==> config.mk <==
export PLATFORM = sky130hd
export DESIGN_NAME = smart_lighting_flat
export DESIGN_NICKNAME = d
export VERILOG_FILES = /design/src/rtl/smart_lighting_if.sv /design/src/rtl/smart_lighting.sv /design/src/flat_wrapper.sv
export SDC_FILE = /design/constraint.sdc
export NUM_CORES = 1
export LEC_CHECK = 0
export BUFFER_PORTS_ARGS = -buffer_cell sky130_fd_sc_hd__buf_2
export CAP_MARGIN = 15
export CELL_PAD_IN_SITES_DETAIL_PLACEMENT = 1
export CELL_PAD_IN_SITES_GLOBAL_PLACEMENT = 2
export CORE_MARGIN = 2
export CORE_UTILIZATION = 33
export DETAILED_ROUTE_END_ITERATION = 12
export GPL_ROUTABILITY_DRIVEN = 1
export PLACE_DENSITY = 0.78
export SLEW_MARGIN = 10
export SYNTH_ARGS = -nofsm -noshare
export SYNTH_HDL_FRONTEND = slang
export SYNTH_SLANG_ARGS = --single-unit
==> constraint.sdc <==
create_clock -name clk -period 2.4 [get_ports clk]
set_clock_uncertainty 0.15 [all_clocks]
set_input_delay 0.12 -clock clk [delete_from_list [all_inputs] [get_ports clk]]
set_output_delay 0.12 -clock clk [all_outputs]
set_load 0.01 [all_outputs]
==> src/rtl/smart_lighting_if.sv <==
// Zone lighting bus: raw sensor/switch levels in, registered lamp enable out.
// No handshake; levels are sampled every clock by the controller.
interface smart_lighting_if;
  logic motion_detected;
  logic manual_override;
  logic light_on;

  modport master (output motion_detected, output manual_override, input light_on);
  modport slave  (input motion_detected, input manual_override, output light_on);
endinterface

==> src/rtl/smart_lighting.sv <==
// Occupancy light controller: synchronised motion/override drive an OFF/ON/HOLD/OVERRIDE FSM.
// Latency SYNC_STAGES edges per input plus one registered edge; no backpressure, inputs sampled every cycle.
module smart_lighting #(
  parameter int HOLD_CYCLES = 16,
  parameter int SYNC_STAGES = 2
) (
  input logic            clk,
  input logic            reset,
  smart_lighting_if.slave bus
);

  localparam int CW = $clog2(HOLD_CYCLES + 1);
  localparam logic [CW-1:0] HOLD_LOAD = CW'(HOLD_CYCLES - 1);

  typedef enum logic [1:0] {
    OFF      = 2'd0,
    ON       = 2'd1,
    HOLD     = 2'd2,
    OVERRIDE = 2'd3
  } state_e;

  logic [SYNC_STAGES-1:0] m_sync_q;
  logic [SYNC_STAGES-1:0] o_sync_q;
  state_e                 state_q;
  logic [CW-1:0]          cnt_q;
  logic                   light_q;

  logic m_s;
  logic o_s;

  assign m_s = m_sync_q[SYNC_STAGES-1];
  assign o_s = o_sync_q[SYNC_STAGES-1];

  always_ff @(posedge clk) begin
    if (reset) begin
      m_sync_q <= '0;
      o_sync_q <= '0;
      state_q  <= OFF;
      cnt_q    <= '0;
      light_q  <= 1'b0;
    end else begin
      m_sync_q <= {m_sync_q[SYNC_STAGES-2:0], bus.motion_detected};
      o_sync_q <= {o_sync_q[SYNC_STAGES-2:0], bus.manual_override};

      // Override dominates everything, including a simultaneous motion edge.
      if (o_s) begin
        state_q <= OVERRIDE;
        light_q <= 1'b1;
      end else begin
        unique case (state_q)
          OVERRIDE: begin
            light_q <= 1'b1;
            if (m_s) begin
              state_q <= ON;
            end else begin
              state_q <= HOLD;
              cnt_q   <= HOLD_LOAD;
            end
          end
          OFF: begin
            if (m_s) begin
              state_q <= ON;
              light_q <= 1'b1;
            end
          end
          ON: begin
            light_q <= 1'b1;
            if (!m_s) begin
              state_q <= HOLD;
              cnt_q   <= HOLD_LOAD;
            end
          end
          HOLD: begin
            // Retrigger wins even at count zero so the lamp never blinks.
            if (m_s) begin
              state_q <= ON;
              light_q <= 1'b1;
            end else if (cnt_q == '0) begin
              state_q <= OFF;
              light_q <= 1'b0;
            end else begin
              cnt_q   <= cnt_q - CW'(1);
              light_q <= 1'b1;
            end
          end
          default: begin
            state_q <= OFF;
            light_q <= 1'b0;
          end
        endcase
      end
    end
  end

  assign bus.light_on = light_q;

endmodule

==> src/flat_wrapper.sv <==
// flat-port wrapper written by rule: the top's interface ports become plain ports
module smart_lighting_flat 
#(
  parameter int HOLD_CYCLES = 16,
  parameter int SYNC_STAGES = 2
)
  (clk, reset, bus_motion_detected, bus_manual_override, bus_light_on);
  smart_lighting_if bus_i ();
  input logic clk;
  input logic reset;
  input wire logic [$bits(bus_i.motion_detected)-1:0] bus_motion_detected;
  input wire logic [$bits(bus_i.manual_override)-1:0] bus_manual_override;
  output wire logic [$bits(bus_i.light_on)-1:0] bus_light_on;
  assign bus_i.motion_detected = bus_motion_detected;
  assign bus_i.manual_override = bus_manual_override;
  assign bus_light_on = bus_i.light_on;
  smart_lighting #(.HOLD_CYCLES(HOLD_CYCLES), .SYNC_STAGES(SYNC_STAGES)) u_core (.clk(clk), .reset(reset), .bus(bus_i));
endmodule
# Yosys cells after proc, flatten, opt, wreduce, memory -nomap -nowiden
# Cells that the tools add are included.
word_totals:
  ff_bits: 12
  input_bits: 4
  output_inout_bits: 1
  word_cells: 38
classes:
  add_sub_neg: 1
  eq_ne: 9
  mux: 16
  bitwise_logic: 1
  reduce_logical: 6
op_table:
  columns: ["cell", "count"]
  rows:
  - ["two-way mux 5 bit", 3]
  - ["two-way mux 2 bit", 6]
  - ["case mux 5 bit (2 select lines)", 1]
  - ["case mux 2 bit (4 select lines)", 1]
  - ["!= test 2 bit, second input constant", 3]
  - ["logical NOT 5 bit", 1]
  - ["AND reduction 5 bit", 1]
  - ["subtractor 5 x 1 -> 5 bit, second input constant", 1]
  - ["== test 2 bit, second input constant", 2]
  - ["two-way mux 1 bit", 4]
  - ["!= test 4 x 1 -> 1 bit, second input constant", 1]
  - ["!= test 3 x 1 -> 1 bit, second input constant", 1]
  - ["!= test 3 bit, second input constant", 1]
  - ["case mux 1 bit (3 select lines)", 1]
  - ["AND reduction 3 bit", 1]
  - ["== test 2 x 1 -> 1 bit, second input constant", 1]
  - ["logical NOT 2 bit", 1]
  - ["nonzero test 2 bit", 1]
  - ["OR reduction 2 bit", 1]
  - ["inverter 1 bit", 1]

# Longest topological paths before layout
# Gate-level depths: netlist of the first run.
logic_depth:
  depth_word: 5
  depth_mapped: 6
  ltp_nobuf: 5

# Worst setup path before layout of the first run
# No wires, ideal clock.
synth_path:
  path_kind: "register -> register"
  from: "register u_core.cnt_q[0]"
  to: "register u_core.cnt_q[1]"
  setup_ps: 139
  arrival_ps: 1409
  t_required_ps: 2111
  path_slack_ps: 701
  stages_incl_launch_ff: 7
  n_path_buf: 1
  period_less_slack_ps: 1699
  path_cell_list: "dfxtp_1 inv_1 ha_1 or4b_1 buf_2 o211ai_2 a221oi_1"
synth_via:
  elab_chain_cells: 4
  word_cells_on_any_way: 7
  classes_between: "add/sub: 1; eq/ne: 1; mux: 3; reduce/logical: 2"
synth_lines:
  columns: ["item", "line", "text"]
  rows:
  - ["start, declared", "smart_lighting.sv:25", "logic [CW-1:0] cnt_q;"]
  - ["start signal, assigned", "smart_lighting.sv:82", "cnt_q <= cnt_q - CW'(1);"]
  - ["subtractor 5 x 1 -> 5 bit", "smart_lighting.sv:82", null]
  - ["two-way mux 5 bit", "smart_lighting.sv:78", "end else if (cnt_q == '0) begin"]
  - ["two-way mux 5 bit", "smart_lighting.sv:75", "if (m_s) begin"]
  - ["case mux 5 bit (2 select lines)", "smart_lighting.sv:50", "unique case (state_q)"]
# Several ways; a longest one is shown, not always the timed one. The select of a mux whose other input is x is not followed.
# A chain may end at the register's enable or synchronous reset.

# Final worst setup path of the first run
# Ends and elaborated chain as after synthesis.

==> reports/metrics.yaml, run 1 <==
status:
  status: "completed"
clock_network:
  clkSinkCount: 12
  clk_pin_slew_worst_paths_ns: 0.07
  h-tree-depth: 1
  cts-root-buf: "clkbuf_4"
  ctsHoldBuffers: 2
  cts_max_path_buffers: 2
  post_cts_resized: 0
  post_cts.repair.setup_buffers: 0
  tritoncts: "done"
  cts_made_buffers: 3
  clk_latency_ns: 0.27
timing:
  slew_violations: 0
  fin_tns_setup_ns: 0
  fmax_mhz: 543
  hold_viol: 0
  max_slew_margin_pct: 69.5
  fin_crit_sh_pct: 76.8
  period_minus_slack_ns: 1.84
  grt_setup_unrepaired: "no"
  report.final.setup_viol: 0
  worst_pin_slew_ns: 0.456
global_routing:
  antenna_found_initial: 0
  grt_overflow: 0
  grtUsageTotal_pct: 11.5
  grt_pass1_wl_mm: 1.57
  grt_pass1_vias: 363
  grt_max_degree: 12
finish:
  drive_gt1_share_pct: 18.3
  synthToLayoutAreaGrowth_pct: 17.4
  final_common_cell: "dfxtp_1"
  utilization_pct: 43.1
  layout.nets: 66
  seqCellArea_um2: 240
  nFillCells: 158
  final_area_um2: 582
  diodes: 0
  multi_input_area_um2: 224
  layout_common_cells: "12 x dfxtp_1, 6 x inv_1, 5 x a31oi_1, 4 x nor2b_1, 4 x buf_2"
power:
  p_per_area_mw_per_mm2: 775
  clkPwrFrac_pct: 34.8
  sw_frac_of_total_pct: 25.6
  irDropWorstVdd_uv: 317
  internal_power_mw: 0.336
  p_seq_share_pct: 49.5
  combPwrFrac_pct: 15.7
  leakagePower_nw: 0.244
  p_switching_mw: 0.115
setup_path:
  r2r_start: "u_core.cnt_q[0]"
  critPathArrivalTime_ns: 1.84
  path_max_fanout: 6
  r2r-end: "u_core.cnt_q[1]"
  path_class: "reg -> reg"
  reg2regPathDepth: 5
  reg2reg_slack_ns: 0.56
  cp-startpoint: "u_core.cnt_q[0]"
  crit_end: "u_core.cnt_q[1]"
  cp_data_required_time_ns: 2.39
  cp-start-kind: "flip-flop"
  end_kind: "flip-flop"
routing:
  wl_per_cell_um: 12.3
  finalWirelength_um: 921
  drt-pass1-iter-count: 4
  drt-initial-drc-count: 5
  via_per_inst: 5.16
  route.detailed.drc: 0
  via_count: 387
  final_antenna_net_count: 0
synth:
  ys_types: 23
  yosysSeqAreaShare_pct: 48.5
  synth_top_family_by_area: "compound AO/OA/AOI/OAI gates"
  synth_fa_ha_area_share_pct: 2.53
  synthSimpleGateAreaFrac_pct: 19.7
  synth_xor_area_share_pct: 0
  ys_warn_count: 0
  syn_nets: 57
  ys_seq_elements: 12
  synthCells: 52
  syn-cell-area_um2: 495
  syn_avg_cell_area_um2: 9.53
  synth_compound_area_share_pct: 23.0
  muxShareOfSynthArea_pct: 0
floorplan:
  dieArea_mm2: 0.00183
  start_util_pct: 36.7
  rows: 13
  ioPinCount: 5
  die_h_um: 42.8
  core_area_mm2: 0.00135
  die_width_um: 42.8
job:
  max-cap-violations: 0
placement:
  dp_hpwl_um: 697
  placed_area_um2: 526
  port_buffers: 4
  gp_congestion: 0.665
worst_hold_path:
  hold_class: "in -> reg"
worst min path at each step:
| stage | slack, ns | start | depth (start not counted) | to |
|---|---|---|---|---|
| floorplan | 0.1 | bus_motion_detected | 1 | u_core.m_sync_q[0] |
| global placement | 0.18 | bus_manual_override | 2 | u_core.o_sync_q[0] |
| detailed placement | 0.20 | bus_motion_detected | 2 | u_core.m_sync_q[0] |
| CTS | 0.01 | reset | 2 | u_core.o_sync_q[1] |
| global route | 0.03 | reset | 2 | u_core.m_sync_q[1] |
| finish | 0.03 | reset | 2 | u_core.m_sync_q[1] |
power groups by stage:
stage	sequential [mW]	combinational, mW	clock [mW]
3_3_place_gp	0.228	0.0674	0
3_5_place_dp	0.228	0.0683	0
6_report	0.223	0.0707	0.157
2_1_floorplan	0.227	0.0552	0
5_1_grt	0.225	0.0806	0.173
4_1_cts	0.224	0.0710	0.164
logic make-up (layout without fill, tap and decap cells):
family / count (synthesis) / in the layout
and+or+nand+nor: 17 / 17
adders and majority gates: 1 / 1
AOI/OAI and AO/OA: 14 / 14
DFF: 12 / 12
buffers and inverters: 8 / 16
area by class of cell:
class | instances | area share, %
tap | 15 | 3.23
sequential | 12 | 41.3
clock buffer | 4 | 6.24
timing repair buffer | 6 | 6.88
multi-input combinational | 32 | 38.5
inverter | 6 | 3.87
Yosys cell counts:
cell type / number / area (µm²)
a31oi_1: 5 / 31.3
dfxtp_1: 12 / 240
or4b_1: 1 / 10.0
clkbuf_1: 1 / 3.75
ha_1: 1 / 12.5
nor2b_1: 4 / 25.0
nor3_1: 2 / 10.0
o2bb2ai_1: 1 / 8.76
a41o_1: 1 / 10.0
o211ai_2: 1 / 12.5
nand2_1: 2 / 7.51
nand3_1: 1 / 5.00
a221oi_1: 2 / 17.5
or2_2: 1 / 6.26
buf_2: 1 / 5.00
o21ai_0: 1 / 5.00
nor2_1: 3 / 11.3
inv_1: 6 / 22.5
nand2b_1: 2 / 12.5
a21oi_2: 1 / 8.76
and4b_1: 1 / 10.0
o211a_1: 1 / 10.0
a311o_1: 1 / 10.0
flip-flops by register name, summed over array words and instances, names as in the netlist:
signal,flops
u_core.m_sync_q,2
u_core.state_q,2
u_core.cnt_q,5
u_core.o_sync_q,2
u_core.bus.light_on,1
worst max-delay path: stages, from the launching register on:
cell	delay, ns
dfxtp_1	0.33
inv_1	0.11
ha_1	0.22
or4b_1	0.57
o211ai_2	0.25
a221oi_1	0.10
metrics by stage:
stage	std cells	worst slack [ns]	hold WS [ns]	total power [mW]
after floorplan	52	0.701	0.0982	0.282
after global placement	69	0.616	0.177	0.296
after detailed placement	69	0.571	0.199	0.297
after CTS	75	0.558	0.0133	0.458
after global routing	75	0.452	0.0300	0.478
final	75	0.557	0.0255	0.451
routing by layer:
metal	routed length, µm	GRT usage (%)	vias to the layer above
met3	51	6.81	2
met1	478	14.1	176
li1	-	-	201
met4	9	3.75	0
met5	0	0	-
met2	382	16.7	8
No activity file was read; power rests on OpenSTA's default activity.
==> run 2, diff against run 1 <==
--- a/config.mk
+++ b/config.mk
@@ -5,15 +5,16 @@
 export SDC_FILE = /design/constraint.sdc
 export NUM_CORES = 1
 export LEC_CHECK = 0
+export ABC_AREA = 1
 export BUFFER_PORTS_ARGS = -buffer_cell sky130_fd_sc_hd__buf_2
 export CAP_MARGIN = 15
 export CELL_PAD_IN_SITES_DETAIL_PLACEMENT = 1
 export CELL_PAD_IN_SITES_GLOBAL_PLACEMENT = 2
 export CORE_MARGIN = 2
-export CORE_UTILIZATION = 33
+export CORE_UTILIZATION = 28
 export DETAILED_ROUTE_END_ITERATION = 12
 export GPL_ROUTABILITY_DRIVEN = 1
-export PLACE_DENSITY = 0.78
+export PLACE_DENSITY = 0.75
 export SLEW_MARGIN = 10
 export SYNTH_ARGS = -nofsm -noshare
 export SYNTH_HDL_FRONTEND = slang
==> constraint.sdc (replaced) <==
create_clock -name clk -period 1.59 [get_ports clk]
set_clock_uncertainty 0.15 [all_clocks]
set_input_delay 0.0795 -clock clk [delete_from_list [all_inputs] [get_ports clk]]
set_output_delay 0.0795 -clock clk [all_outputs]
set_load 0.01 [all_outputs]
==> run 2 against run 1 <==
Against the previous run:
- critical path depth up 1
- sequential power grew 49%
- total power rose by 43%
- final cell count grew 55%
- clock-buffer cell count down 1
- routed wire length up 42%
- global-route usage grew 2.0 points
- critical path type unchanged
- largest cell class is now multi-input gates
- highest routed layer unchanged
==> reports/metrics.yaml, run 2 <==
floorplan:
  dieArea_mm2: 0.00241  # +32%
  start_util_pct: 29.4  # -7.3 points
  ioPinCount: 5  # unchanged
  die_width_um: 49.1  # +15%
  rows: 16  # +3
  die_h_um: 49.1  # +15%
  core_area_mm2: 0.00194  # +44%
finish:
  synthToLayoutAreaGrowth_pct: 21.9
  drive_gt1_share_pct: 16.9  # -1.5 points
  nFillCells: 268  # +70%
  layout_common_cells: "15 x inv_1, 15 x nand2_1, 12 x nor2_1, 12 x dfxtp_1, 5 x dlygate4sd3_1"
  largest_register: "u_core.cnt_q"
  final_cells: 116  # +55%
  diodes: 0  # unchanged
  layout.nets: 96  # +45%
  largest_register_ffs: 5  # unchanged
timing:
  slew_violations: 0  # unchanged
  grt_setup_unrepaired: "no"
  report.final.setup_viol: 0  # unchanged
  fin_tns_setup_ns: 0  # unchanged
  fmax_mhz: 689  # +27%
  fin_crit_sh_pct: 91.3  # +15 points
  max_slew_margin_pct: 83.8  # +14 points
  period_minus_slack_ns: 1.45  # -0.391 ns
  timing.final.ws_setup_ns: 0.138  # -0.419 ns
  hold_viol: 0  # unchanged
  worst_pin_slew_ns: 0.243  # -0.213 ns
clock_network:
  post_cts.repair.setup_buffers: 0  # unchanged
  h-tree-depth: 1  # unchanged
  clk_pin_slew_worst_paths_ns: 0.08  # about the same
  clk_latency_ns: 0.27  # about the same
  clkSinkCount: 12  # unchanged
  cts_max_path_buffers: 2  # unchanged
  cts-root-buf: "clkbuf_4"
  tritoncts: "done"
  cts_made_buffers: 3  # unchanged
global_routing:
  antenna_found_initial: 0  # unchanged
  grtUsageTotal_pct: 13.5  # +2.0 points
  grt_pass1_wl_mm: 2.35  # +50%
  grt_max_degree: 9  # -3
  grt_overflow: 0  # unchanged
  grt_pass1_vias: 541  # +49%
routing:
  drt-initial-drc-count: 6  # +1
  wl_per_cell_um: 11.3  # -8.1%
  via_per_inst: 4.47  # -13%
  final_antenna_net_count: 0  # unchanged
  via_count: 519  # +34%
  finalWirelength_mm: 1.31  # +42%
  drt-pass1-iter-count: 4  # unchanged
  route.detailed.drc: 0  # unchanged
placement:
  dp_hpwl_um: 985  # +41%
  place_ws_ns: 0.101  # -0.470 ns
  gp_congestion: 0.737  # +11%
  dp_cells: 108  # +57%
  port_buffers: 4  # unchanged
power:
  internal_power_mw: 0.456  # +36%
  p_per_area_mw_per_mm2: 924  # +19%
  combPwrFrac_pct: 18.9  # +3.2 points
  irDropWorstVdd_uv: 448  # +41%
  p_total_mw: 0.643  # +43%
  sw_frac_of_total_pct: 29.0  # +3.5 points
  p_seq_share_pct: 51.8  # +2.3 points
  leakagePower_nw: 0.305  # +25%
  p_switching_mw: 0.187  # +62%
  clkPwrFrac_pct: 29.3  # -5.5 points
synth:
  syn_nets: 83  # +46%
  syn_avg_cell_area_um2: 7.31  # -23%
  yosys_most_used_dff: "dfxtp_1"
  synth_top_area_share_pct: 42.1  # -6.4 points
  yosysSeqAreaShare_pct: 42.1  # -6.4 points
  synthCells: 78  # +50%
  syn-cell-area_um2: 571  # +15%
  synth_edf_count: 0  # unchanged
  synth_area_leaders: "dfxtp_1 42%, inv_1 9.9%, nand2_1 9.9%"
  yosys.area.top_type: "dfxtp_1"
  ys_types: 18  # -22%
  ys_warn_count: 0  # unchanged
  async_flop_share_pct: 0  # unchanged
  ys_seq_elements: 12  # unchanged
  synth.top_cells.by_count: "15 x inv_1, 15 x nand2_1, 12 x dfxtp_1, 12 x nor2_1, 4 x a21oi_1"
setup_path:
  reg2reg_slack_ns: 0.14  # -0.42 ns
  critPathArrivalTime_ns: 1.50  # -0.34 ns
  cp_data_required_time_ns: 1.64  # -0.75 ns
  path_class: "reg -> reg"
  path_max_fanout: 5  # -1
  reg2regPathDepth: 6  # +1
  end_kind: "flip-flop"
  r2r_start: "u_core.cnt_q[0]"
  r2r-end: "u_core.cnt_q[0]"
  crit_end: "u_core.cnt_q[0]"
  cp-start-kind: "flip-flop"
  cp-startpoint: "u_core.cnt_q[0]"
job:
  max-cap-violations: 0  # unchanged
status:
  status: "completed"
worst_hold_path:
  hold_class: "reg -> reg"
==> run 2: cell types whose count changed in the layout (fill, tap and decap cells not counted), sizes merged, moves of 2 or more <==
cell	delta
nand2	+14
nor2	+14
inv	+9
a31oi	-5
nand4	+4
nor2b	-4
a21oi	+3
dlygate4sd3	+3
a221oi	-2
nand2b	-2
nand3	+2
nor3	-2
==> run 2: area by class of cell <==
cell class              count  area [µm²]  share of cell area, %
clock buffers               3        22.5                   3.24
inverters                  15        56.3                   8.09
multi-input cells          50         273                   39.2
flip-flops and latches     12         240                   34.5
well taps                  27        33.8                   4.86
repair buffers              9        70.1                   10.1
==> run 2: critical path, stage by stage (launching register included) <==
cell	delay (ns)
dfxtp_1	0.32
inv_1	0.14
ha_2	0.27
nand3_1	0.16
nand2_1	0.14
o21bai_1	0.07
a21oi_1	0.14
==> run 2: how the worst min path moves through the flow <==
stage | endpoint | startpoint | cells after the start
after floorplan | u_core.m_sync_q[0] | bus_motion_detected | 2
after detailed placement | u_core.m_sync_q[0] | bus_motion_detected | 3
after CTS | u_core.m_sync_q[1] | u_core.m_sync_q[0] | 2
after global routing | u_core.m_sync_q[1] | u_core.m_sync_q[0] | 2
after global placement | u_core.o_sync_q[0] | bus_manual_override | 3
final | u_core.m_sync_q[1] | u_core.m_sync_q[0] | 2
==> run 2: power groups by stage <==
stage / Sequential, mW / Combinational [mW] / Clock [mW]
after floorplan: 0.338 / 0.0836 / 0
after global routing: 0.335 / 0.138 / 0.202
final: 0.333 / 0.121 / 0.188
after global placement: 0.339 / 0.108 / 0
after CTS: 0.333 / 0.120 / 0.195
after detailed placement: 0.340 / 0.110 / 0
==> run 2: logic make-up after synthesis <==
kind of cell	after synthesis	share of synthesized area, %
buffers and inverters	16	10.5
AOI/OAI and AO/OA	8	7.89
and+or+nand+nor	40	35.7
DFF	12	42.1
adders and majority gates	1	2.19
xor gates and xnor gates	1	1.54
==> run 2: per-layer routing <==
metal  vias up  wire (µm)  global-route usage [%]
met1       242        585                    14.9
met3         5         37                    3.68
li1        263          -                       -
met4         0         45                    8.57
met2         9        641                    22.7
met5         -          0                       0
==> run 2: stage by stage <==
stage / utilization, % / hold slack (ns) / cell area, µm²
floorplan: - / 0.0365 / 571
global placement: 32.0 / 0.135 / 621
detailed placement: 32.0 / 0.137 / 621
CTS: 35.7 / 0.259 / 693
global route: 35.8 / 0.286 / 696
finish: 35.8 / 0.257 / 696
==> run 2: repair_timing <==
item	in CTS	in global routing
gates resized for setup	0	1
endpoints found under the setup margin	0	1
endpoints found under the hold margin	6	0
hold buffers	5	0
==> run 3, diff against run 2 <==
--- a/config.mk
+++ b/config.mk
@@ -5,16 +5,16 @@
 export SDC_FILE = /design/constraint.sdc
 export NUM_CORES = 1
 export LEC_CHECK = 0
-export ABC_AREA = 1
 export BUFFER_PORTS_ARGS = -buffer_cell sky130_fd_sc_hd__buf_2
 export CAP_MARGIN = 15
 export CELL_PAD_IN_SITES_DETAIL_PLACEMENT = 1
 export CELL_PAD_IN_SITES_GLOBAL_PLACEMENT = 2
 export CORE_MARGIN = 2
-export CORE_UTILIZATION = 28
+export CORE_UTILIZATION = 29
 export DETAILED_ROUTE_END_ITERATION = 12
 export GPL_ROUTABILITY_DRIVEN = 1
-export PLACE_DENSITY = 0.75
+export MAX_ROUTING_LAYER = met4
+export PLACE_DENSITY = 0.73
 export SLEW_MARGIN = 10
 export SYNTH_ARGS = -nofsm -noshare
 export SYNTH_HDL_FRONTEND = slang
==> run 3 against run 2 <==
Against the previous run:
- sequential power grew 2%
- combinational power grew 37%
- via count shrank 16%
- highest routed layer unchanged
- critical endpoint is now u_core.cnt_q[1]
- largest power group unchanged
- register-to-register slack lost 0.16 ns
- largest cell class unchanged
- sequential share of layout area grew 0.36 points
- the run now ends with negative setup slack left
- critical path depth shrank 1
- total power grew 16%
- final cell count shrank 26%
- setup slack lost 0.16 ns
- non-clock buffer count grew 7
- critical path type unchanged
- hold slack lost 0.23 ns
- clock power grew 28%
==> reports/metrics.yaml, run 3 (same netlist as run 1, synthesis figures left out) <==
clock_network:
  cts_max_path_buffers: 2  # unchanged
  clk_latency_ns: 0.27  # about the same
  h-tree-depth: 1  # unchanged
  cts-root-buf: "clkbuf_4"
  cts_made_buffers: 3  # unchanged
  clkSinkCount: 12  # unchanged
  tritoncts: "done"
  clk_pin_slew_worst_paths_ns: 0.08  # about the same
setup_path:
  cp-start-kind: "flip-flop"
  path_max_fanout: 6  # +1
  cp_data_required_time_ns: 1.59  # -0.05 ns
  path_class: "reg -> reg"
  end_kind: "flip-flop"
  critPathArrivalTime_ns: 1.62  # +0.12 ns
power:
  p_switching_mw: 0.199  # +6.5%
  p_seq_share_pct: 45.5  # -6.3 points
  p_per_area_mw_per_mm2: 1070  # +16%
  clkPwrFrac_pct: 32.2  # +2.9 points
  irDropWorstVdd_uv: 494  # +10%
  p_total_mw: 0.745  # +16%
  internal_power_mw: 0.547  # +20%
  combPwrFrac_pct: 22.3  # +3.4 points
  sw_frac_of_total_pct: 26.7  # -2.4 points
  leakagePower_nw: 0.302  # -1.2%
routing:
  finalWirelength_mm: 1.23  # -6.3%
  drt-initial-drc-count: 1  # -5
  via_per_inst: 5.07  # +13%
  final_antenna_net_count: 0  # unchanged
  wl_per_cell_um: 14.3  # +26%
  drt-pass1-iter-count: 2  # -2
  route.detailed.drc: 0  # unchanged
  via_count: 436  # -16%
timing:
  worst_pin_slew_ns: 0.324  # +0.0811 ns
  grt_setup_unrepaired: "yes"
  max_slew_margin_pct: 78.2  # -5.5 points
  period_minus_slack_ns: 1.62  # +0.165 ns
  hold_viol: 0  # unchanged
  fin_crit_sh_pct: 102  # +10 points
  fmax_mhz: 618  # -10%
  slew_violations: 0  # unchanged
  report.final.setup_viol: 2  # +2
  timing.final.ws_setup_ns: -0.0268  # -0.165 ns
  hold_ws_ns: 0.0315  # -0.226 ns
global_routing:
  grt_overflow: 0  # unchanged
  grt_max_degree: 8  # -1
  antenna_found_initial: 0  # unchanged
  grt_pass1_wl_mm: 1.97  # -16%
  grtUsageTotal_pct: 14.1  # +0.58 points
  grt_pass1_vias: 451  # -17%
floorplan:
  ioPinCount: 5  # unchanged
  start_util_pct: 31.8  # +2.4 points
  dieArea_mm2: 0.00206  # -15%
  die_width_um: 45.3  # -7.7%
  die_h_um: 45.3  # -7.7%
  rows: 14  # -2
  core_area_mm2: 0.00156  # -20%
worst_hold_path:
  hold_class: "in -> reg"
placement:
  placed_area_um2: 574  # -7.5%
  gp_congestion: 0.713  # -3.2%
  dp_hpwl_um: 783  # -20%
  port_buffers: 4  # unchanged
  place_ws_ns: -0.0139  # -0.115 ns
finish:
  layout_common_cells: "10 x dfxtp_1, 6 x dlygate4sd3_1, 6 x buf_4, 5 x a31oi_1"
  layout.nets: 76  # -21%
  final_common_cell: "dfxtp_1"
  nFillCells: 190  # -29%
  final_area_um2: 696  # unchanged
  utilization_pct: 44.6  # +8.8 points
  seqCellArea_um2: 243  # +1.0%
  synthToLayoutAreaGrowth_pct: 40.4
  multi_input_area_um2: 249  # -8.7%
  drive_gt1_share_pct: 32.9  # +16 points
  largest_register: "u_core.cnt_q"
  largest_register_ffs: 5  # unchanged
  diodes: 0  # unchanged
job:
  max-cap-violations: 0  # unchanged
status:
  failed_checks: "negative setup slack"
  status: "complete, but fails checks"
[run 3: changes by cell type in the layout (fill, tap and decap cells not counted), sizes merged, moves of 3 or more]
cell   delta
nand4     -4
nor2b     +4
nand2    -14
a31oi     +5
inv       -9
buf       +6
nor2     -14
a21oi     -3
[run 3: path summary, 6_finish.rpt]
path                       from            endpoint  slack, ns  cells past startpoint
max             u_core.cnt_q[1]     u_core.cnt_q[1]      -0.03                      5
min                       reset     u_core.cnt_q[0]       0.03                      3
max reg2reg     u_core.cnt_q[1]     u_core.cnt_q[1]      -0.03                      5
min reg2reg  u_core.o_sync_q[0]  u_core.o_sync_q[1]       0.30                      1
[run 3: repair_timing]
| action | in CTS | in global routing |
|---|---|---|
| resized for setup | 1 | 2 |
| hold buffers | 5 | 1 |
| setup endpoints to repair | 3 | 4 |
| hold endpoints to repair | 7 | 1 |
| pin swaps | 1 | 3 |
| setup buffers | 0 | 2 |
[run 3: cell type report]
class	instances	share of cell area (%)
clock buffers	4	5.22
inverters	6	3.24
multi-input cells	32	35.8
flip-flops and latches	12	34.9
well taps	16	2.88
repair buffers	16	18.0
[run 3: per-layer routing]
layer  part of all wire, %  GRT usage, %  wire (µm)  vias to the layer above
met5                     0             -          0                        -
met4                   1.5          7.06         18                        0
met3                   2.2          2.40         27                        2
met2                    48          21.7        594                        4
met1                    48          17.7        587                      208
li1                      -             -          -                      222
[run 3: metrics by stage]
step / instances / TNS, ns
floorplan: 52 / -0.0333
global placement: 74 / 0
detailed placement: 74 / -0.0145
CTS: 83 / -0.0549
global route: 86 / -0.161
finish: 86 / -0.0315
[run 3: worst max-delay path, stage by stage (launching register included)]
cell and delay (ns):
dfxtp_2 0.33, inv_2 0.07, ha_4 0.13, or4b_4 0.51
o211ai_4 0.21, a221oi_1 0.10
[run 3: power by group through the flow]
stage / Clock (mW) / Sequential [mW] / Combinational (mW)
4_1_cts: 0.249 / 0.340 / 0.145
3_5_place_dp: 0 / 0.347 / 0.133
6_report: 0.240 / 0.340 / 0.166
2_1_floorplan: 0 / 0.344 / 0.105
3_3_place_gp: 0 / 0.345 / 0.134
5_1_grt: 0.261 / 0.343 / 0.182
